[src/rtl/lcd_frame_fill_if.sv]
// Frame-RAM port-A write bus and the frame-ready strobe to the LCD engine.
interface lcd_frame_fill_if #(
    parameter int ADDR_W = 17
);
    logic              wea;
    logic [ADDR_W-1:0] addra;
    logic [15:0]       dina;
    logic              data_flag;

    modport master (
        output wea,
        output addra,
        output dina,
        output data_flag
    );

    modport slave (
        input wea,
        input addra,
        input dina,
        input data_flag
    );
endinterface

[src/rtl/lcd_frame_fill.sv]
// Raster-order frame renderer: background fill with one rectangle overlay,
// followed by a frame-ready pulse and a holdoff covering the LCD transfer.
module lcd_frame_fill #(
    parameter int H_PIX       = 240,
    parameter int V_PIX       = 320,
    parameter int ADDR_W      = 17,
    parameter int HOLD_CYCLES = 16_600_000
) (
    input  logic                    sys_clk,
    input  logic                    sys_rst_n,
    input  logic                    start,
    input  logic [15:0]             bg_color,
    input  logic [15:0]             fg_color,
    input  logic [7:0]              rect_x0,
    input  logic [7:0]              rect_x1,
    input  logic [8:0]              rect_y0,
    input  logic [8:0]              rect_y1,
    output logic                    busy,
    lcd_frame_fill_if.master        ram
);

    localparam int HW = (HOLD_CYCLES > 1) ? $clog2(HOLD_CYCLES) : 1;

    localparam logic [ADDR_W-1:0] LAST_ADDR = ADDR_W'(H_PIX * V_PIX - 1);
    localparam logic [7:0]        X_LAST    = 8'(H_PIX - 1);
    localparam logic [HW-1:0]     HOLD_LAST = HW'(HOLD_CYCLES - 1);

    typedef enum logic [3:0] {
        S_IDLE = 4'b0001,
        S_FILL = 4'b0010,
        S_DONE = 4'b0100,
        S_HOLD = 4'b1000
    } state_t;

    state_t            r_state;
    logic [7:0]        r_x;
    logic [8:0]        r_y;
    logic [ADDR_W-1:0] r_addr;
    logic [HW-1:0]     r_hcnt;

    logic [15:0]       r_bg;
    logic [15:0]       r_fg;
    logic [7:0]        r_x0;
    logic [7:0]        r_x1;
    logic [8:0]        r_y0;
    logic [8:0]        r_y1;

    logic              r_busy;
    logic              r_wea;
    logic [ADDR_W-1:0] r_addra;
    logic [15:0]       r_dina;
    logic              r_flag;

    logic              w_in_x;
    logic              w_in_y;
    logic [15:0]       w_pix;
    logic              w_x_wrap;
    logic              w_last;
    logic              w_hold_end;

    // An inverted bound (x0>x1 or y0>y1) makes the range test false for
    // every coordinate, so the empty rectangle needs no special case.
    assign w_in_x     = (r_x >= r_x0) && (r_x <= r_x1);
    assign w_in_y     = (r_y >= r_y0) && (r_y <= r_y1);
    assign w_pix      = (w_in_x && w_in_y) ? r_fg : r_bg;
    assign w_x_wrap   = (r_x == X_LAST);
    assign w_last     = (r_addr == LAST_ADDR);
    assign w_hold_end = (r_hcnt == HOLD_LAST);

    assign busy          = r_busy;
    assign ram.wea       = r_wea;
    assign ram.addra     = r_addra;
    assign ram.dina      = r_dina;
    assign ram.data_flag = r_flag;

    always_ff @(posedge sys_clk or negedge sys_rst_n) begin
        if (!sys_rst_n) begin
            r_state <= S_IDLE;
            r_x     <= '0;
            r_y     <= '0;
            r_addr  <= '0;
            r_hcnt  <= '0;
            r_bg    <= '0;
            r_fg    <= '0;
            r_x0    <= '0;
            r_x1    <= '0;
            r_y0    <= '0;
            r_y1    <= '0;
            r_busy  <= 1'b0;
            r_wea   <= 1'b0;
            r_addra <= '0;
            r_dina  <= '0;
            r_flag  <= 1'b0;
        end else begin
            unique case (r_state)
                S_IDLE: begin
                    r_wea  <= 1'b0;
                    r_flag <= 1'b0;
                    if (start) begin
                        r_bg    <= bg_color;
                        r_fg    <= fg_color;
                        r_x0    <= rect_x0;
                        r_x1    <= rect_x1;
                        r_y0    <= rect_y0;
                        r_y1    <= rect_y1;
                        r_x     <= '0;
                        r_y     <= '0;
                        r_addr  <= '0;
                        r_busy  <= 1'b1;
                        r_state <= S_FILL;
                    end
                end
                S_FILL: begin
                    r_wea   <= 1'b1;
                    r_addra <= r_addr;
                    r_dina  <= w_pix;
                    r_addr  <= r_addr + ADDR_W'(1);
                    // addr tracks y*H_PIX+x because both advance together.
                    if (w_x_wrap) begin
                        r_x <= '0;
                        r_y <= r_y + 9'd1;
                    end else begin
                        r_x <= r_x + 8'd1;
                    end
                    if (w_last) begin
                        r_state <= S_DONE;
                    end
                end
                S_DONE: begin
                    r_wea   <= 1'b0;
                    r_flag  <= 1'b1;
                    r_hcnt  <= '0;
                    r_state <= S_HOLD;
                end
                S_HOLD: begin
                    r_wea  <= 1'b0;
                    r_flag <= 1'b0;
                    if (w_hold_end) begin
                        r_busy  <= 1'b0;
                        r_state <= S_IDLE;
                    end else begin
                        r_hcnt <= r_hcnt + HW'(1);
                    end
                end
                default: begin
                    r_wea   <= 1'b0;
                    r_flag  <= 1'b0;
                    r_busy  <= 1'b0;
                    r_state <= S_IDLE;
                end
            endcase
        end
    end

endmodule

[src/flat_wrapper.sv]
// flat-port wrapper written by rule: the top's interface ports become plain ports
module lcd_frame_fill_flat 
#(
    parameter int H_PIX       = 240,
    parameter int V_PIX       = 320,
    parameter int ADDR_W      = 17,
    parameter int HOLD_CYCLES = 16_600_000
)
  (sys_clk, sys_rst_n, start, bg_color, fg_color, rect_x0, rect_x1, rect_y0, rect_y1, busy, ram_wea, ram_addra, ram_dina, ram_data_flag);
  lcd_frame_fill_if #(.ADDR_W(ADDR_W)) ram_i ();
  input  logic sys_clk;
  input  logic sys_rst_n;
  input  logic start;
  input  logic [15:0] bg_color;
  input  logic [15:0] fg_color;
  input  logic [7:0] rect_x0;
  input  logic [7:0] rect_x1;
  input  logic [8:0] rect_y0;
  input  logic [8:0] rect_y1;
  output logic busy;
  output wire logic [$bits(ram_i.wea)-1:0] ram_wea;
  output wire logic [$bits(ram_i.addra)-1:0] ram_addra;
  output wire logic [$bits(ram_i.dina)-1:0] ram_dina;
  output wire logic [$bits(ram_i.data_flag)-1:0] ram_data_flag;
  assign ram_wea = ram_i.wea;
  assign ram_addra = ram_i.addra;
  assign ram_dina = ram_i.dina;
  assign ram_data_flag = ram_i.data_flag;
  lcd_frame_fill #(.H_PIX(H_PIX), .V_PIX(V_PIX), .ADDR_W(ADDR_W), .HOLD_CYCLES(HOLD_CYCLES)) u_core (.sys_clk(sys_clk), .sys_rst_n(sys_rst_n), .start(start), .bg_color(bg_color), .fg_color(fg_color), .rect_x0(rect_x0), .rect_x1(rect_x1), .rect_y0(rect_y0), .rect_y1(rect_y1), .busy(busy), .ram(ram_i));
endmodule
[config.mk]
export PLATFORM = sky130hd
export DESIGN_NAME = lcd_frame_fill_flat
export DESIGN_NICKNAME = d
export VERILOG_FILES = /design/src/rtl/lcd_frame_fill_if.sv /design/src/rtl/lcd_frame_fill.sv /design/src/flat_wrapper.sv
export SDC_FILE = /design/constraint.sdc
export NUM_CORES = 1
export LEC_CHECK = 0
export CAP_MARGIN = 25
export CORE_MARGIN = 3
export CORE_UTILIZATION = 45
export CTS_CLUSTER_SIZE = 14
export DETAILED_ROUTE_END_ITERATION = 6
export PLACE_DENSITY = 0.67
export SLEW_MARGIN = 25
export SYNTH_ARGS = -nofsm -noshare
export SYNTH_HDL_FRONTEND = slang
export SYNTH_SLANG_ARGS = --single-unit
[constraint.sdc]
create_clock -name sys_clk -period 6.35 [get_ports sys_clk]
set_input_delay 1.27 -clock sys_clk [delete_from_list [all_inputs] [get_ports sys_clk]]
set_output_delay 1.27 -clock sys_clk [all_outputs]
set_load 0.05 [all_outputs]
* Word-level counts from Yosys, hierarchy flattened *
Cells that the tools add are included.

operators by class
  bitwise logic cells = 1
  $lt $le $gt $ge = 4
  reduce and logical (&&, ||, !) cells = 12
  multiplexer cells = 20
  eq/ne operators = 12
  $add $sub $neg = 4

operators by type and width
  operator                                                         count
  24-bit case mux with 2 select lines                              1
  17-bit case mux with 2 select lines                              1
  24-bit by 1-bit adder with 24-bit output, second input constant  1
  24-bit equality test, second input constant                      1
  24-bit 2-to-1 mux                                                1
  9-bit 2-to-1 mux                                                 2
  9-bit case mux with 2 select lines                               1
  17-bit by 1-bit adder with 17-bit output, second input constant  1
  17-bit equality test, second input constant                      1
  17-bit 2-to-1 mux                                                1
  16-bit 2-to-1 mux                                                1
  8-bit 2-to-1 mux                                                 2
  4-bit case mux with 4 select lines                               1
  8-bit case mux with 2 select lines                               1
  4-bit 2-to-1 mux                                                 3
  9-bit by 1-bit adder with 9-bit output, second input constant    1
  9-bit greater-or-equal comparator                                1
  9-bit <= comparator                                              1
  3-bit AND reduction                                              3
  8-bit by 1-bit adder with 8-bit output, second input constant    1
  8-bit equality test, second input constant                       1
  8-bit greater-or-equal comparator                                1
  8-bit <= comparator                                              1
  2-bit by 1-bit != test with 1-bit output, second input constant  3
  other kinds (13)                                                 21

word-level totals
  input port bits = 69
  output and inout bits = 36
  bits in registers = 164
  word-level logic and storage cells = 69

* Depth between registers and ports, before layout *
Gate-level depths: netlist of run 1.

  depth after elaboration = 4
  gate-level depth with buffers = 9
  gate-level depth less buffers = 8

* Worst setup path after synthesis of run 1 *
Ideal clock, no wire load.

  path type = input to register
  start = input port start
  end = register u_core.r_x0[7]
  data arrival time = 2.162 ns
  slack = 4.055 ns
  required time = 6.217 ns
  cell stages on the path = 5
  buffers on the path = 3
  library setup time = 0.133 ns
  path through = and3_1 > clkbuf_1 > clkbuf_1 > clkbuf_1 > o21ai_0

on the way
  cells in the longest elaborated chain, start to end = 1

ends and longest elaborated chain
  what                           RTL line               RTL
  start: declaration             flat_wrapper.sv:13     input logic start;
  2-bit AND reduction (no line)  -
  end signal: assignment         lcd_frame_fill.sv:102  r_x0 <= rect_x0;
  end: declaration               lcd_frame_fill.sv:43   logic [7:0] r_x0;

No other way between the ends.
A chain may end at the register's enable or synchronous reset.

* Worst setup path in the final report of run 1 *
  start = register u_core.r_state[3]
  end = register u_core.r_y[7]

on the way
  cells in the longest elaborated chain, start to end = 3
  elaborated cells between the ends (all ways) = 7
  classes of those cells = 4 x eq/ne; 1 x mux; 2 x reduce/logical

ends and longest elaborated chain
  what                                                                                                                     RTL line               RTL
  start: declaration                                                                                                       lcd_frame_fill.sv:35   state_t r_state;
  start signal: assignment                                                                                                 lcd_frame_fill.sv:78   r_state <= S_IDLE;
  start signal: assignment                                                                                                 lcd_frame_fill.sv:110  r_state <= S_FILL;
  start signal: assignment                                                                                                 lcd_frame_fill.sv:126  r_state <= S_DONE;
  4-bit by 2-bit equality test with 1-bit output / 4-bit by 1-bit equality test with 1-bit output (equally long branches)  lcd_frame_fill.sv:95   unique case (r_state)
  2-bit by 1-bit != test with 1-bit output (no line) (tied with other cells)                                               -
  3-bit AND reduction (no line)                                                                                            -
  end signal: assignment                                                                                                   lcd_frame_fill.sv:121  r_y <= r_y + 9'd1;
  end: declaration                                                                                                         lcd_frame_fill.sv:37   logic [8:0] r_y;

Several ways; a longest one is shown, not always the timed one.

==> results by stage, run 1 <==
Status:
- The run finished with clean final reports.

Worst setup path:
- The nature of the critical path endpoint is a flop.
- The beginning of the critical path is u_core.r_state[3].
- The largest fanout on the critical path is between 50 and 60.
- STA classifies the critical path startpoint as a flop.
- Setup slack on the worst reg-to-reg path comes out at 3.32 ns.
- At the worst endpoint, the arrival time is approximately 3.3 ns.
- STA puts the critical path data required time at 6.62 ns.
- The type of the worst setup path is flop to flop.
- The worst register-to-register path begins at u_core.r_state[3].

Power and ir drop:
- The highest ir drop seen on vdd is ~170 uV.
- The clock group share of total power is 0.474.
- The internal portion of the total power is 1630 uW.
- The total leakage power is 0.00462 uW.
- In this run the power density over the cells is about 220 nW/um^2.
- The part of the total power dissipated in combinational logic is 0.031.
- The proportion of power drawn by flip-flops and latches is 0.495.
- Of the total power, the share spent switching nets is 0.226.
- For this design the total switching power over the nets is 477 uW.

Die:
- The number of top-level pins is 105.
- The die outline area is approximately 19000 sq um.
- The horizontal die dimension is between 100 and 150 um.
- The area of the core is 17300 sq um.
- The die span in y is between 100 and 150 um.
- The count of standard-cell rows is 48.
- The initial utilization of the core area, before any placement, comes to 0.461.

STA:
- The slew at the pin closest to its max-slew limit is 0.989 ns.
- For the final database, setup skew stands at 0.00927 ns.
- The final setup violation count is 0.
- Setup repair after global routing left no endpoint under its margin.
- The final hold violation count is 0.
- The relative slew slack is 0.338.
- The total count of max-transition violations in the final report is 0.
- The worst path needs just over 3 ns of the cycle, external delays included.
- Timing would allow up to 330 MHz.
- In the finished design, the share of the clock period the worst path needs comes to 0.477.
- Setup total negative slack on the finished layout was measured at 0 ns.
- Final hold analysis gives a worst-case slack of between 0.4 and 0.5 ns.

Global route:
- The pin count of the biggest net entering global routing is 113.
- For this run, the total global-route usage over all layers was measured as 0.194.
- The initial antenna violation count was 0.
- The via count of the first global-routing pass came to 6249.
- The aggregate global routing overflow is 0.
- The first global-routing pass estimated 31000 um of wire.

Detailed routing:
- The number of optimization iterations in the first detailed-route pass is 5.
- The average via count per standard cell is 5.26.
- The highest layer touched by signal routing is met4.
- The met3 routed wirelength is 994 um.
- The mean routed wirelength per cell is 15.0 um.
- The routed design uses 8040 um of met2 wire.
- The total DRC errors in the routed layout is 0.
- The iteration-0 DRC count of the detailed router is 470.
- The detailed-route wire length on metal 1 is 8990 um.
- The total wire length after detailed routing is 18200 um.
- The total number of vias is 6357.
- Once detail routing completed, the nets flagged for antenna violations numbered 0.

Min path:
- The origin of the worst min-delay path is u_core.r_bg[15].
- The worst min-delay path category is flop to flop.

Synth:
- The synthesized flop and latch total is 164.
- The gate count of the mapped netlist is 879.
- The primary flip-flop cell chosen by synthesis mapping is dfrtp_1.
- The area fraction in and, or, nand and nor cells after synthesis is 0.215.
- Yosys mapped the design onto 58 distinct sky130hd cell types.
- The fraction of synthesized cell area in xor and xnor cells is 0.0308.
- After synthesis, the largest family of logic cells by area is simple AND/OR/NAND/NOR gates.
- The share of the synthesized area in compound gates (AO/OA/AOI/OAI) came to 0.134.
- By area the synthesized netlist is led by dfrtp_1, nand2_1, ha_1.
- The post-synthesis async set-or-reset flop share is 1.00.
- The post-synthesis cell area is 7970 sq um.
- The share of the Yosys chip area taken by registers is 0.515.
- The share of the synthesized area in the top cell type is 0.512.
- dfrtp_1 takes more of the synthesized area than any other cell.
- Averaged over all synthesized cells, the footprint is 9.07 sq um.
- The number of enable-type register cells in the synthesized netlist is 0.
- Of the total synthesized cell area, the portion taken by full adders, half adders and majority gates is 0.0597.
- For this run, the number of Yosys warnings is 0.
- After synthesis, the share of cell area in mux cells is 0.00392.
- The post-synth net total is 986.

Layout:
- In the final design database the tool counted roughly 1100 nets.
- The filler cell count is 1523.
- The number of diodes added for antenna fixing is 0.
- The area of the multi-input gates is around 3600 sq um.
- In the final layout, the share of cells above drive strength 1 is 0.0650.
- Across the whole layout, storage elements account for between 4000 and 5000 sq um.
- The area growth from synthesis to final layout is 22.7%.

CTS:
- The H-tree was split into 4 levels.
- The total clock sinks is 164.
- The count of hold buffers inserted by post-cts repair is 0.
- The clock transition at the registers of the reported paths is 0.07 ns.
- In this run, post-CTS repair resized a total of 0 instances.
- The root buffer selected by CTS is clkbuf_16.
- The number of buffers created by CTS is 17.
- The total setup buffers inserted after CTS is 0.
- TritonCTS built the clock tree.
- The clock passes through at most 2 buffers.
- The clock insertion delay at the later pin of the skew report is 0.42 ns.

Placed design:
- The congestion estimate from routability-driven global placement came to 0.809.
- The half-perimeter wire length after placement is around 12000 um.
- The number of buffer cells added on primary ports is roughly 100.

Run:
- Max-cap violations in this run came to 0.
[critical path: stages, from the launching register on]
cell and delay, ns:
dfrtp_1 0.43, nor2_1 0.35, nand2_2 0.07, buf_4 0.31, inv_2 0.09, buf_4 0.51
nand4_2 0.28, a2111oi_4 0.47, nand3_1 0.13, xor2_1 0.15, nor2_1 0.06
[through the flow]
| step | power [uW] | cell area [sq um] | cells | worst slack, ns | util |
|---|---|---|---|---|---|
| 2_1_floorplan | 1070 | 7970 | 879 | 4.06 | - |
| 3_3_place_gp | 1130 | 9210 | 1177 | 3.19 | 0.532 |
| 4_1_cts | 2130 | 9770 | 1209 | 3.27 | 0.565 |
| 6_report | 2110 | 9780 | 1209 | 3.32 | 0.565 |
| 3_5_place_dp | 1130 | 9210 | 1177 | 3.15 | 0.532 |
| 5_1_grt | 2180 | 9780 | 1209 | 3.06 | 0.565 |
[registers in the layout, indices dropped and copies added (netlist names), 4 cells and up]
register,flops
u_core.r_bg,16
u_core.r_x0,8
u_core.r_addr,17
u_core.r_x1,8
u_core.r_x,8
u_core.ram.dina,16
u_core.ram.addra,17
u_core.r_y0,9
u_core.r_fg,16
u_core.r_state,4
u_core.r_hcnt,24
u_core.r_y,9
u_core.r_y1,9
[Yosys cell counts, types with 4 or more instances]
cell type / instances
nor3_1: 9
a211oi_1: 5
nand3_1: 32
a31oi_1: 17
clkbuf_1: 23
dfrtp_1: 163
nand2_1: 234
xor2_1: 10
and3_1: 8
nand4_1: 15
buf_2: 10
nor2_1: 65
and4_1: 4
o31ai_1: 4
and2_1: 4
o21ai_0: 86
inv_1: 41
nor2b_1: 4
xnor2_1: 18
buf_1: 4
ha_1: 38
a21oi_1: 32
[final cells by class]
type / instances / area share
Sequential cell: 164 / 0.420
Multi-Input combinational cell: 633 / 0.364
Timing Repair Buffer: 112 / 0.113
Clock buffer: 17 / 0.0435
Tap cell: 225 / 0.0288
Inverter: 43 / 0.0165
Clock inverter: 15 / 0.0147
[metal layers]
metal	GRT usage	vias to the layer above
met1	0.287	3033
met5	0	-
met4	0.0515	0
li1	-	3163
met2	0.287	150
met3	0.0466	11
[cell families (layout without fill, tap and decap cells)]
family | Yosys count | after routing
xor+xnor | 28 | 28
simple gates | 391 | 391
mux | 3 | 3
fa+ha+maj | 38 | 38
flops | 164 | 164
compound gates | 173 | 173
buf+inv | 82 | 187
[power by group through the flow]
| stage | Sequential, uW | Clock, uW | Combinational [uW] |
|---|---|---|---|
| 2_1_floorplan | 1060 | 0 | 0.625 |
| 3_3_place_gp | 1060 | 0 | 67.7 |
| 3_5_place_dp | 1060 | 0 | 66.6 |
| 4_1_cts | 1040 | 1020 | 67.0 |
| 5_1_grt | 1040 | 1060 | 72.1 |
| 6_report | 1040 | 1000 | 64.7 |
[worst paths after layout]
path                                     end  cells past startpoint
max                            u_core.r_y[7]                     10
min reg2reg                  u_core.r_bg[15]                      2
min in group asynchronous     u_core.r_x1[5]                      1
max in group asynchronous  u_core.r_addr[15]                      2
max reg2reg                    u_core.r_y[7]                     10
min                          u_core.r_bg[15]                      2
[cell usage in the layout (no fill, tap or decap), types with 3 or more instances in the layout]
cell and instances:
and2_1 4, nand4_1 15, nor4_1 3, nor2b_1 4, clkdlybuf4s50_1 103, clkinvlp_4 3
inv_1 41, buf_4 8, a21oi_1 32, xor2_1 10, xnor2_1 18, o21ai_0 86
a211oi_1 5, nor2_1 65, ha_1 38, nor3_1 9, dfrtp_1 163, inv_6 7
and3_1 7, o211ai_1 3, a31oi_1 17, clkbuf_16 17, o31ai_1 3, a2111oi_2 3
o21a_1 3, and4_1 4, nand2_1 234, nand3_1 31
Note: power is estimated with default switching activity, not from simulation.
==> inputs of run 2 (changes only) <==
==> constraint.sdc (replaced) <==
create_clock -name sys_clk -period 2.8 [get_ports sys_clk]
set_input_delay 0.56 -clock sys_clk [delete_from_list [all_inputs] [get_ports sys_clk]]
set_output_delay 0.56 -clock sys_clk [all_outputs]
set_load 0.05 [all_outputs]
==> results by stage, run 2 (synthesis results as in run 1) <==
Status:
- The flow ran to the end, and the final reports show no timing, DRC or antenna violations.

Worst setup path:
- The required time at the worst-slack endpoint is roughly 3.1 ns.
- In this run the critical register-to-register path is captured at u_core.ram.dina[13].
- Walking the worst path, the cells encountered are inv_1, ha_1, nor3b_1, o21ai_0, a211oi_1, a211o_2, o21ai_0, a21oi_1.
- The start of the worst register-to-register path is u_core.r_x[0].
- The nature of the critical path endpoint is a flop.
- The kind of start point of the critical path is a flop.
- The slowest stage of the critical path belongs to the cell a211oi_1.
- Counting stages on the worst path, the most repeated cell is o21ai_0.
- The slack of the worst reg-to-reg path is between 0.15 and 0.2 ns.
- By startpoint and endpoint, the worst setup path is classified as flop to flop.
- Data arrives at the worst endpoint at 2.95 ns.
- The destination of the critical timing path is u_core.ram.dina[13].
- The beginning of the critical path is u_core.r_x[0].
- The depth of the worst register-to-register path is 8.
- The largest single stage delay on the critical path is 0.70 ns.
- Together, buffers and inverters on the worst path number 1.
- Along the worst path, the maximum fanout reaches 16.
- Grouping stages by cell kind, the critical path spends the most delay in compound AO/OA/AOI/OAI gates.
- The path length in cells of the critical path is 8.

STA:
- The final setup violation count is 0.
- The total count of max-transition violations in the final report came to 0.
- Between clock sinks in the finished design, the worst skew comes to 0.00969 ns.
- The minimum period implied by the final worst setup slack is 2.61 ns.
- The final hold violation count was 0.
- Setup repair after global routing left no endpoint under its margin.
- Adding up every negative setup slack in the final design gives 0 ns.
- In the finished design, the share of the clock period the worst path needs comes to 0.932.
- The relative slew slack is 0.438.
- At the pin with the least slew margin, the transition time is 0.837 ns.
- The maximum clock frequency is 383 MHz.

Die:
- The die outline area is 19300 sq um.
- In this run the horizontal extent of the chip is 139 um.
- The count of standard-cell rows is 48.
- The core region is approximately 17000 sq um.
- 105 I/O pins were placed.
- The initial standard-cell utilization of the core is 0.461.
- The die is approximately 140 um tall.

CTS:
- The clock insertion delay at the later pin of the skew report is 0.43 ns.
- The number of buffers created by CTS is 17.
- The clock transition at the registers of the reported paths is 0.07 ns.
- For this design, the CTS-stage hold fixing added 0 buffers.
- The clock tree buffer depth is 2.
- The total clock sinks is 164.
- After clock tree synthesis, the repair step resized 0 gates.
- After clock tree synthesis, the setup repair step added 0 buffers.
- The total number of H-tree levels is 4.
- TritonCTS built the clock tree.
- The root buffer selected by CTS is clkbuf_16.

Detailed routing:
- The total DRC errors in the routed layout is 0.
- The number of nets with antenna violations after routing is 0.
- In the final routed layout, each cell accounts on average for about 15 um.
- Detailed routing inserted a total of 6375 vias.
- After detailed routing, the number of vias per cell comes to 5.23.
- The iteration-0 DRC count of the detailed router is between 500 and 600.
- The number of optimization iterations in the first detailed-route pass is 5.
- Summed over all layers, the routed wires come to 18500 um.

Power and ir drop:
- Of the total power, the clock network draws 0.470.
- Of the total power, the share spent switching nets is 0.235.
- The share of total power dissipated in combinational logic is 0.032.
- The proportion of power drawn by flip-flops and latches is 0.499.
- The total leakage power is about 0.0047 uW.
- The cell internal power dissipation is 3630 uW.
- In this run the power density over the cells is 481 nW/um^2.
- The worst-case IR drop observed on VDD is between 300 and 400 uV.
- In this run the power spent charging and discharging nets is 1110 uW.

Layout:
- Leaving out fill and tap cells, the most frequent cell in the layout is nand2_1.
- The area of the multi-input gates is 3560 sq um.
- Measured on the finished design, the core utilization comes to 0.571.
- The area growth from synthesis to layout is 24.0%.
- Ranked by flip-flop count, first place goes to u_core.r_hcnt.
- Leaving out fill and tap cells, the most frequent cells in the layout are nand2_1, dfrtp_1, clkdlybuf4s50_1, o21ai_0, nor2_1.
- In the final layout, flip-flops and latches occupy a little over 4000 sq um.
- The final layout net count is 1088.
- Counting the fill cells in the layout gives around 1600.
- The flip-flop count of the largest register, all copies and words added is 24.
- The repair_antennas step left the layout with diodes totalling 0.
- In the final layout, the share of cells above drive strength 1 is 0.0755.

Global route:
- Global routing finished with a remaining overflow of 0.
- The initial antenna violation count is 0.
- The aggregate global-route resource usage is 0.194.
- The pin count of the biggest net entering global routing is 104.
- The via count of the first global-routing pass came to 6182.
- The first global-routing pass estimated around 31000 um of wire.

Placed design:
- The congestion estimate from routability-driven global placement came to 0.832.
- The number of buffer cells added on primary ports is between 100 and 150.
- Detailed placement ended at an HPWL of ~13000 um.

Run:
- The max-cap check violation count is 0.

Min path:
- The min-delay analysis places its worst path in the category primary input to async pin.
## run 2: layout make-up
| cell class | instances | area share |
|---|---|---|
| inverter | 43 | 0.0163 |
| sequential | 164 | 0.415 |
| clock buffer | 17 | 0.0431 |
| clock inverter | 15 | 0.0142 |
| tap | 225 | 0.0285 |
| multi-input combinational | 633 | 0.361 |
| timing repair buffer | 122 | 0.122 |
## run 2: layer usage
| metal | track usage | wire (um) | vias to the layer above |
|---|---|---|---|
| met5 | 0 | 0 | - |
| met4 | 0.0422 | 160 | 0 |
| met3 | 0.0497 | 830 | 13 |
| met2 | 0.285 | 8170 | 131 |
| met1 | 0.291 | 9380 | 3050 |
| li1 | - | - | 3181 |
## run 2: metrics by stage
step	instances	cell area [sq um]	total power [uW]	hold slack [ns]	setup slack [ns]
finish	1219	9880	4750	0.119	0.192
detailed placement	1187	9310	2570	0.457	0.232
CTS	1219	9880	4800	0.146	0.216
floorplan	879	7970	2420	0.264	0.538
global placement	1187	9310	2570	0.452	0.0297
global route	1219	9880	4910	0.159	0.0530
## run 2: how the worst min path moves through the flow
stage	startpoint	to	slack (ns)
after floorplan	sys_rst_n	u_core.busy	0.26
final	sys_rst_n	u_core.r_y0[5]	0.12
after detailed placement	u_core.r_bg[7]	u_core.r_bg[7]	0.46
after global placement	u_core.r_bg[15]	u_core.r_bg[15]	0.45
after global routing	sys_rst_n	u_core.r_y0[5]	0.16
after CTS	sys_rst_n	u_core.r_y0[5]	0.15
## run 2: power by group through the flow
stage / clock network [uW] / registers [uW] / logic (uW)
5_1_grt: 2370 / 2370 / 167
2_1_floorplan: 0 / 2410 / 1.42
3_5_place_dp: 0 / 2410 / 154
4_1_cts: 2270 / 2370 / 155
6_report: 2230 / 2370 / 151
3_3_place_gp: 0 / 2410 / 155
